===== src/rtl/sim_ac_pkg.sv =====
// Shared definitions for the Sim-AC accumulator CPU: opcodes and sequencer states.
// Pure definitions, no latency.
// No flow control; used by the control unit and the branch unit.
package sim_ac_pkg;

    localparam int OP_W_ISA = 3;

    typedef logic [OP_W_ISA-1:0] opcode_t;

    localparam opcode_t OP_NOP = 3'b000;
    localparam opcode_t OP_ADD = 3'b001;
    localparam opcode_t OP_LDA = 3'b010;
    localparam opcode_t OP_STA = 3'b011;
    localparam opcode_t OP_JMP = 3'b100;
    localparam opcode_t OP_JZ  = 3'b101;
    localparam opcode_t OP_JC  = 3'b110;
    localparam opcode_t OP_HLT = 3'b111;

    typedef enum logic [2:0] {
        ST_IDLE   = 3'd0,
        ST_FETCH0 = 3'd1,
        ST_FETCH1 = 3'd2,
        ST_DECODE = 3'd3,
        ST_EXEC0  = 3'd4,
        ST_EXEC1  = 3'd5,
        ST_HALT   = 3'd6
    } state_t;

    // Instructions that need a second RAM access through the IR operand.
    function automatic logic is_mem_op(input opcode_t op);
        return (op == OP_ADD) || (op == OP_LDA) || (op == OP_STA);
    endfunction

endpackage


===== src/rtl/control_unit.sv =====
// Multi-cycle fetch/decode/execute sequencer driving the Sim-AC datapath strobes.
// NOP 3 cycles, JMP/JZ/JC 4, LDA/ADD/STA 5, plus one cycle per memory wait state.
// Stalls in FETCH1/EXEC1 while mem_ready_i is low; load/increment strobes held off while stalled.
module control_unit
    import sim_ac_pkg::*;
#(
    parameter int OP_W  = 3,
    parameter int CNT_W = 16
) (
    input  logic             clk_i,
    input  logic             rst_i,
    input  logic             run_i,
    input  logic [OP_W-1:0]  ir_op_i,
    input  logic             mem_ready_i,
    input  logic             branch_i,
    output logic [OP_W-1:0]  op_o,
    output logic             ctrl_jmp_o,
    output logic             mar_sel_o,
    output logic             mar_load_o,
    output logic             ram_rd_o,
    output logic             ram_wr_o,
    output logic             ir_load_o,
    output logic             pc_inc_o,
    output logic             pc_load_o,
    output logic             acc_load_o,
    output logic             alu_add_o,
    output logic             flags_load_o,
    output logic             halt_o,
    output logic [CNT_W-1:0] instr_cnt_o
);

    state_t            state_q, state_d;
    logic [OP_W-1:0]   op_q, op_d;
    logic [CNT_W-1:0]  cnt_q, cnt_d;
    logic              retire;

    // Next state, strobe decode and retire detection from current state and inputs.
    always_comb begin
        state_d      = state_q;
        op_d         = op_q;
        retire       = 1'b0;
        ctrl_jmp_o   = 1'b0;
        mar_sel_o    = 1'b0;
        mar_load_o   = 1'b0;
        ram_rd_o     = 1'b0;
        ram_wr_o     = 1'b0;
        ir_load_o    = 1'b0;
        pc_inc_o     = 1'b0;
        pc_load_o    = 1'b0;
        acc_load_o   = 1'b0;
        alu_add_o    = 1'b0;
        flags_load_o = 1'b0;
        halt_o       = 1'b0;

        case (state_q)
            ST_IDLE: begin
                if (run_i) state_d = ST_FETCH0;
            end
            ST_FETCH0: begin
                mar_sel_o  = 1'b0;
                mar_load_o = 1'b1;
                state_d    = ST_FETCH1;
            end
            ST_FETCH1: begin
                ram_rd_o = 1'b1;
                if (mem_ready_i) begin
                    ir_load_o = 1'b1;
                    pc_inc_o  = 1'b1;
                    state_d   = ST_DECODE;
                end
            end
            ST_DECODE: begin
                op_d = ir_op_i;
                if (ir_op_i == OP_HLT) begin
                    state_d = ST_HALT;
                end else if (ir_op_i == OP_NOP) begin
                    state_d = ST_FETCH0;
                    retire  = 1'b1;
                end else begin
                    state_d = ST_EXEC0;
                end
            end
            ST_EXEC0: begin
                if (is_mem_op(op_q)) begin
                    mar_sel_o  = 1'b1;
                    mar_load_o = 1'b1;
                    state_d    = ST_EXEC1;
                end else begin
                    // Not-taken branches fall through: PC already advanced in FETCH1.
                    ctrl_jmp_o = 1'b1;
                    pc_load_o  = branch_i;
                    state_d    = ST_FETCH0;
                    retire     = 1'b1;
                end
            end
            ST_EXEC1: begin
                if (op_q == OP_STA) ram_wr_o = 1'b1;
                else                ram_rd_o = 1'b1;
                if (mem_ready_i) begin
                    if (op_q != OP_STA) begin
                        acc_load_o   = 1'b1;
                        flags_load_o = 1'b1;
                        alu_add_o    = (op_q == OP_ADD);
                    end
                    state_d = ST_FETCH0;
                    retire  = 1'b1;
                end
            end
            ST_HALT: begin
                halt_o = 1'b1;
            end
            default: begin
                state_d = ST_IDLE;
            end
        endcase
    end

    // Retired-instruction count saturates rather than wrapping.
    always_comb begin
        cnt_d = cnt_q;
        if (retire && (cnt_q != {CNT_W{1'b1}})) cnt_d = cnt_q + 1'b1;
    end

    // State register, opcode latch and counter; reset abandons any in-flight access.
    always_ff @(posedge clk_i or posedge rst_i) begin
        if (rst_i) begin
            state_q <= ST_IDLE;
            op_q    <= '0;
            cnt_q   <= '0;
        end else begin
            state_q <= state_d;
            op_q    <= op_d;
            cnt_q   <= cnt_d;
        end
    end

    assign op_o        = op_q;
    assign instr_cnt_o = cnt_q;

endmodule


===== config.mk =====
export PLATFORM = sky130hd
export DESIGN_NAME = control_unit
export DESIGN_NICKNAME = d
export VERILOG_FILES = /design/src/rtl/sim_ac_pkg.sv /design/src/rtl/control_unit.sv
export SDC_FILE = /design/constraint.sdc
export NUM_CORES = 1
export LEC_CHECK = 0
export ABC_AREA = 1
export CORE_AREA = 2 2 82 84
export DETAILED_ROUTE_END_ITERATION = 16
export DIE_AREA = 0 0 84 86
export PLACE_DENSITY_LB_ADDON = 0.08
export SLEW_MARGIN = 20
export SYNTH_ARGS = -nofsm -noshare
export SYNTH_HDL_FRONTEND = slang
export SYNTH_SLANG_ARGS = --single-unit

===== constraint.sdc =====
create_clock -name clk_i -period 3.15 [get_ports clk_i]
set_input_delay 0.63 -clock clk_i [delete_from_list [all_inputs] [get_ports clk_i]]
set_output_delay 0.63 -clock clk_i [all_outputs]
set_load 0.005 [all_outputs]

Word-level counts from Yosys, hierarchy flattened
Index checks and enable logic that the tools add are counted.
- logic and storage cells: 56
- input port bits: 8
- ROM bits: 0
- bits in latches: 0
- bits in writable memories: 0
- memories kept: 0
- output and inout port bits: 31
- bits in registers: 22
- equality and inequality tests: 15
- shifts and indexed selects: 0
- $add $sub $neg: 1
- multipliers: 0
- bitwise logic cells: 1
- reduce and logical (&&, ||, !) cells: 6
- divide/modulo/power cells: 0
- mux-type cells: 30
- order comparisons: 0
- operators by type and width (operator ; count):
    $pmux 3 s7 ; 1
    $mux 1 ; 20
    $mux 3 ; 6
    $add 16x1->16 const B ; 1
    $ne 16x16->1 const B ; 1
    $eq 3x2->1 const B ; 4
    $eq 3x3->1 const B ; 4
    $eq 3x1->1 const B ; 2
    $logic_not 3->1 ; 2
    $ne 2x2->1 const B ; 3
    $pmux 1 s2 ; 2
    $reduce_and 4->1 ; 1
    $ne 3x2->1 const B ; 1
    $pmux 1 s3 ; 1
    $logic_or 1x1->1 ; 2
    $logic_and 1x1->1 ; 1
    $not 1->1 ; 1

Logic depth before layout (Yosys ltp)
- depth in word-level cells: 6
- gate-level depth with buffers: 10
- mapped depth without buffers: 9

Least setup slack after synthesis
No wires, ideal clock.
- path kind: input to output
- start: input port mem_ready_i
- end: output port flags_load_o
- stages on the path: 3
- data arrival time: 1131 ps
- required time: 2520 ps
- path slack: 1389 ps
- buffers on the path: 1
- cell sequence: nand4_1 > nor2_1 > buf_4
- cells in the longest elaborated chain, start to end: 2
- ends and longest elaborated chain (what ; line ; source):
    start, declared ; control_unit.sv:14 ; input logic mem_ready_i,
    $mux 1 (2 in series) ; n/a ;
    end, declared ; control_unit.sv:27 ; output logic flags_load_o,
No other way between the ends.

Final worst setup path
- start: input port mem_ready_i
- end: output port alu_add_o
- cells in the longest elaborated chain, start to end: 2
- ends and longest elaborated chain (what ; line ; source):
    $mux 1 ; control_unit.sv:99 ; if (mem_ready_i) begin
    $mux 1 ; control_unit.sv:55 ; case (state_q)
    end, declared ; control_unit.sv:26 ; output logic alu_add_o,
No other way between the ends.

==> impl_summary.md <==
Outcome
The run finished with clean final reports.

Critical path
The capturing element type of the critical path is a primary output. For the worst setup path, the data arrival time is 2.20 ns. The kind of launch point of the worst setup path is an input pin. Counting both buffers and inverters, the worst setup path holds a total of 2.

The maximum fanout encountered on the critical timing path is 4. The startpoint-to-endpoint class of the critical path is input pin to primary output. In this design, the stage delay of the slowest critical-path cell is 0.55 ns. Walking the worst path, the cells encountered are clkdlybuf4s50_1 -> nand4_1 -> nor4_1 -> clkdlybuf4s50_1. The required time of the critical path is 2.52 ns. The most numerous cell on the critical path is sky130_fd_sc_hd__clkdlybuf4s50_1. For this design, the slowest cell found on the critical path is sky130_fd_sc_hd__clkdlybuf4s50_1.

The largest delay contributor family on the critical path is buffers and inverters.

Yosys
The most used flip-flop cell after synthesis is sky130_fd_sc_hd__dfrtp_1. The sequential cell area fraction in the yosys report is 32.9%. In the synthesized netlist the async set-or-reset flop fraction comes to 100%. The number of enable-type register cells in the synthesized netlist is 0. In the synthesized netlist, the number of instances is 224. The netlist uses 33 different library cells.

In this run the cell area of the synthesized design comes to 1670 sq um. The count of state elements after synthesis is 22. Averaged over all synthesized cells, the footprint is 7.47 sq um. During synthesis, Yosys emitted a total of 0 warnings. Counting every net in the synthesized netlist gives 233.

STA
The minimum period implied by the final worst setup slack is 2.83 ns. For this run, the top clock speed supported by timing is 353 MHz. Between clock sinks in the finished design, the worst skew comes to 0.00357 ns.

The number of setup violations in the final report is 0. The number of slew-limit violations in the final report is 0. The number of endpoints with negative hold slack in the final report is 0. The final critical path takes up 89.8% of the cycle. Setup repair after global routing left no endpoint under its margin. Hold is met by 0.574 ns. At the pin with the least slew margin, the transition time is 0.360 ns. In the final timing run, aggregate negative setup slack is 0 ns. Measured against its own limit, the worst slew margin works out to 75.8%.

Place
The number of instances in the placed design is 335. The half-perimeter wire length after detailed placement is 3000 um. The number of buffer cells added on primary ports is 38. Routability-driven placement finished with a final weighted congestion of 0.795.

Floorplan
The floorplan has 29 rows. The core outline area is 6280 sq um. The starting utilization of the core area is 26.6%. The floorplan step defined a die boundary enclosing 7220 sq um. The die height is 86 um.

39 I/O pins were placed. The die width is 84 um.

Detailed routing
The remaining design rule violation count is 0. The number of iterations in the first detailed-routing pass is 4. In this run the remaining antenna-violating nets after routing total 0. The routed via count is 1464. Dividing the detail-routed wire length by the instance count gives 11.6 um.

In the routed layout, each cell is associated on average with a via count of 4.33. In this run, the number of DRC markers left after iteration 0 of detailed routing was 46. For this block, the routed nets add up to 3920 um of wire.

Clock network
The post-cts hold buffer count is 0. The post-cts repair resize count is 0. In this run the number of H-tree levels came out at 1. The buffer type at the clock tree root is sky130_fd_sc_hd__clkbuf_8. The TritonCTS clock tree is built. The clock-pin transition on the worst setup and hold timing paths is 0.08 ns. TritonCTS created 3 clock buffers. The clock sink count is 22. Once the clock tree was built, the setup fixing pass inserted 0 buffers. The maximum clock insertion buffer count is 2. At the later pin of the worst-skew pair, clock insertion delay measures 0.26 ns.

Power
The worst vdd rail ir drop is 0.280 mV. The ratio of total power to cell area is 534 nW/um^2. In this run the static leakage power is 1.08 nW.

GRT
The wire length of the first global-routing pass is 6960 um. The total grt overflow is 0. The number of antenna violations at the first check in global routing was 0.

The total global routing track utilization is 12.0%. The largest net degree at the start of global routing is 23. The number of global-route vias before repair is 1494.

Layout
The net count reported at finish is 272. Compared with the post-synthesis result, the final layout area differs by 28.2%. The finished layout holds 338 standard cells, fillers aside. The number of antenna diodes in the final layout is 0. Cells with a size suffix above 1 make up 16.9% of the layout.

For this run, the share of the core covered by cells in the final layout is 34.2%.

Hold path
The min-delay analysis places its worst path in the category flip-flop to flip-flop.

Flow run
Max-cap violations in this run came to 0.
[sequential cells by signal (all words and copies together) (netlist names)]
register     count
op_o             3
state_q          3
instr_cnt_o     16
[final timing paths]
| kind | start | to | slack (ns) | cells after the start |
|---|---|---|---|---|
| max in group asynchronous | rst_i | instr_cnt_o[9]$_DFFE_PP0P_ | 2.21 | 3 |
| worst max register to register | instr_cnt_o[0]$_DFFE_PP0P_ | instr_cnt_o[11]$_DFFE_PP0P_ | 1.50 | 8 |
| worst min-delay path | instr_cnt_o[15]$_DFFE_PP0P_ | instr_cnt_o[15]$_DFFE_PP0P_ | 0.57 | 2 |
| min in group asynchronous | rst_i | op_o[0]$_DFFE_PP0P_ | 0.70 | 3 |
| worst max-delay path | mem_ready_i | alu_add_o | 0.32 | 4 |
| worst min register to register | instr_cnt_o[15]$_DFFE_PP0P_ | instr_cnt_o[15]$_DFFE_PP0P_ | 0.57 | 2 |
[where the power goes]
group / leakage, nW / switching (mW) / internal (mW)
combinational: 0.766 / 0.284 / 0.243
clock: 0.0216 / 0.0956 / 0.0855
sequential: 0.295 / 0.0971 / 0.340
[stage by stage]
| stage | power, mW | setup WS (ns) | cell area (sq um) |
|---|---|---|---|
| floorplan | 0.784 | 1.39 | 1670 |
| global placement | 0.988 | 0.333 | 2100 |
| detailed placement | 0.980 | 0.349 | 2100 |
| CTS | 1.17 | 0.321 | 2140 |
| global route | 1.25 | 0.236 | 2140 |
| finish | 1.14 | 0.320 | 2140 |
[tightest hold or removal path, delay by kind of cell (launching register included)]
kind	cells	cell delay, ns
flops	1	0.41
simple gates	2	0.14
[Yosys cell counts, types with 2 or more instances]
cell	number	area [sq um]
sky130_fd_sc_hd__nand2_2	12	75.1
sky130_fd_sc_hd__nor2_1	26	97.6
sky130_fd_sc_hd__buf_4	3	22.5
sky130_fd_sc_hd__nor4_1	2	12.5
sky130_fd_sc_hd__nand3_4	2	35.0
sky130_fd_sc_hd__nor2_2	3	18.8
sky130_fd_sc_hd__nand3_1	9	45.0
sky130_fd_sc_hd__dfrtp_1	22	551
sky130_fd_sc_hd__o21ai_0	11	55.1
sky130_fd_sc_hd__inv_2	3	11.3
sky130_fd_sc_hd__inv_1	17	63.8
sky130_fd_sc_hd__nand2_4	12	135
sky130_fd_sc_hd__xor2_1	3	26.3
sky130_fd_sc_hd__nand2_1	74	278
sky130_fd_sc_hd__nor3_1	2	10.0
sky130_fd_sc_hd__xnor2_1	4	35.0
sky130_fd_sc_hd__nand4_1	3	18.8
[layout by cell type (no fill, tap or decap), drive strengths merged]
cell type / n
buf: 1
nand3: 11
nand3b: 1
o21bai: 2
ha: 1
clkbuf: 3
nand2: 99
nand4: 4
a21oi: 1
nor4: 2
inv: 22
o22ai: 1
dfrtp: 22
xnor2: 4
xor2: 3
o21ai: 12
nor3: 4
clkdlybuf4s50: 38
nor2: 30
[cell type report]
type                       instances  area (sq um)
sequential                        22           551
multi-input combinational        175           976
clock buffer                       3          41.3
tap                               77          96.3
inverter                          22          92.6
timing repair buffer              39           388
fill                             691          4130
[metal layers]
layer	wire [um]	global-route usage, %	vias up
met3	175	2.98	2
li1	-	-	774
met5	0	0	-
met4	27	2.64	0
met1	1770	14.2	654
met2	1950	22.1	34
[cells by family (layout without fill, tap and decap cells)]
kind of cell,Yosys count,after routing,share of synthesized area (%)
and+or+nand+nor,151,151,48.5
xor gates and xnor gates,7,7,3.66
adders and majority gates,1,1,0.748
AOI/OAI and AO/OA,16,16,5.38
buffers and inverters,27,64,8.75
DFF,22,22,32.9
Note: power is estimated with default switching activity, not from simulation.
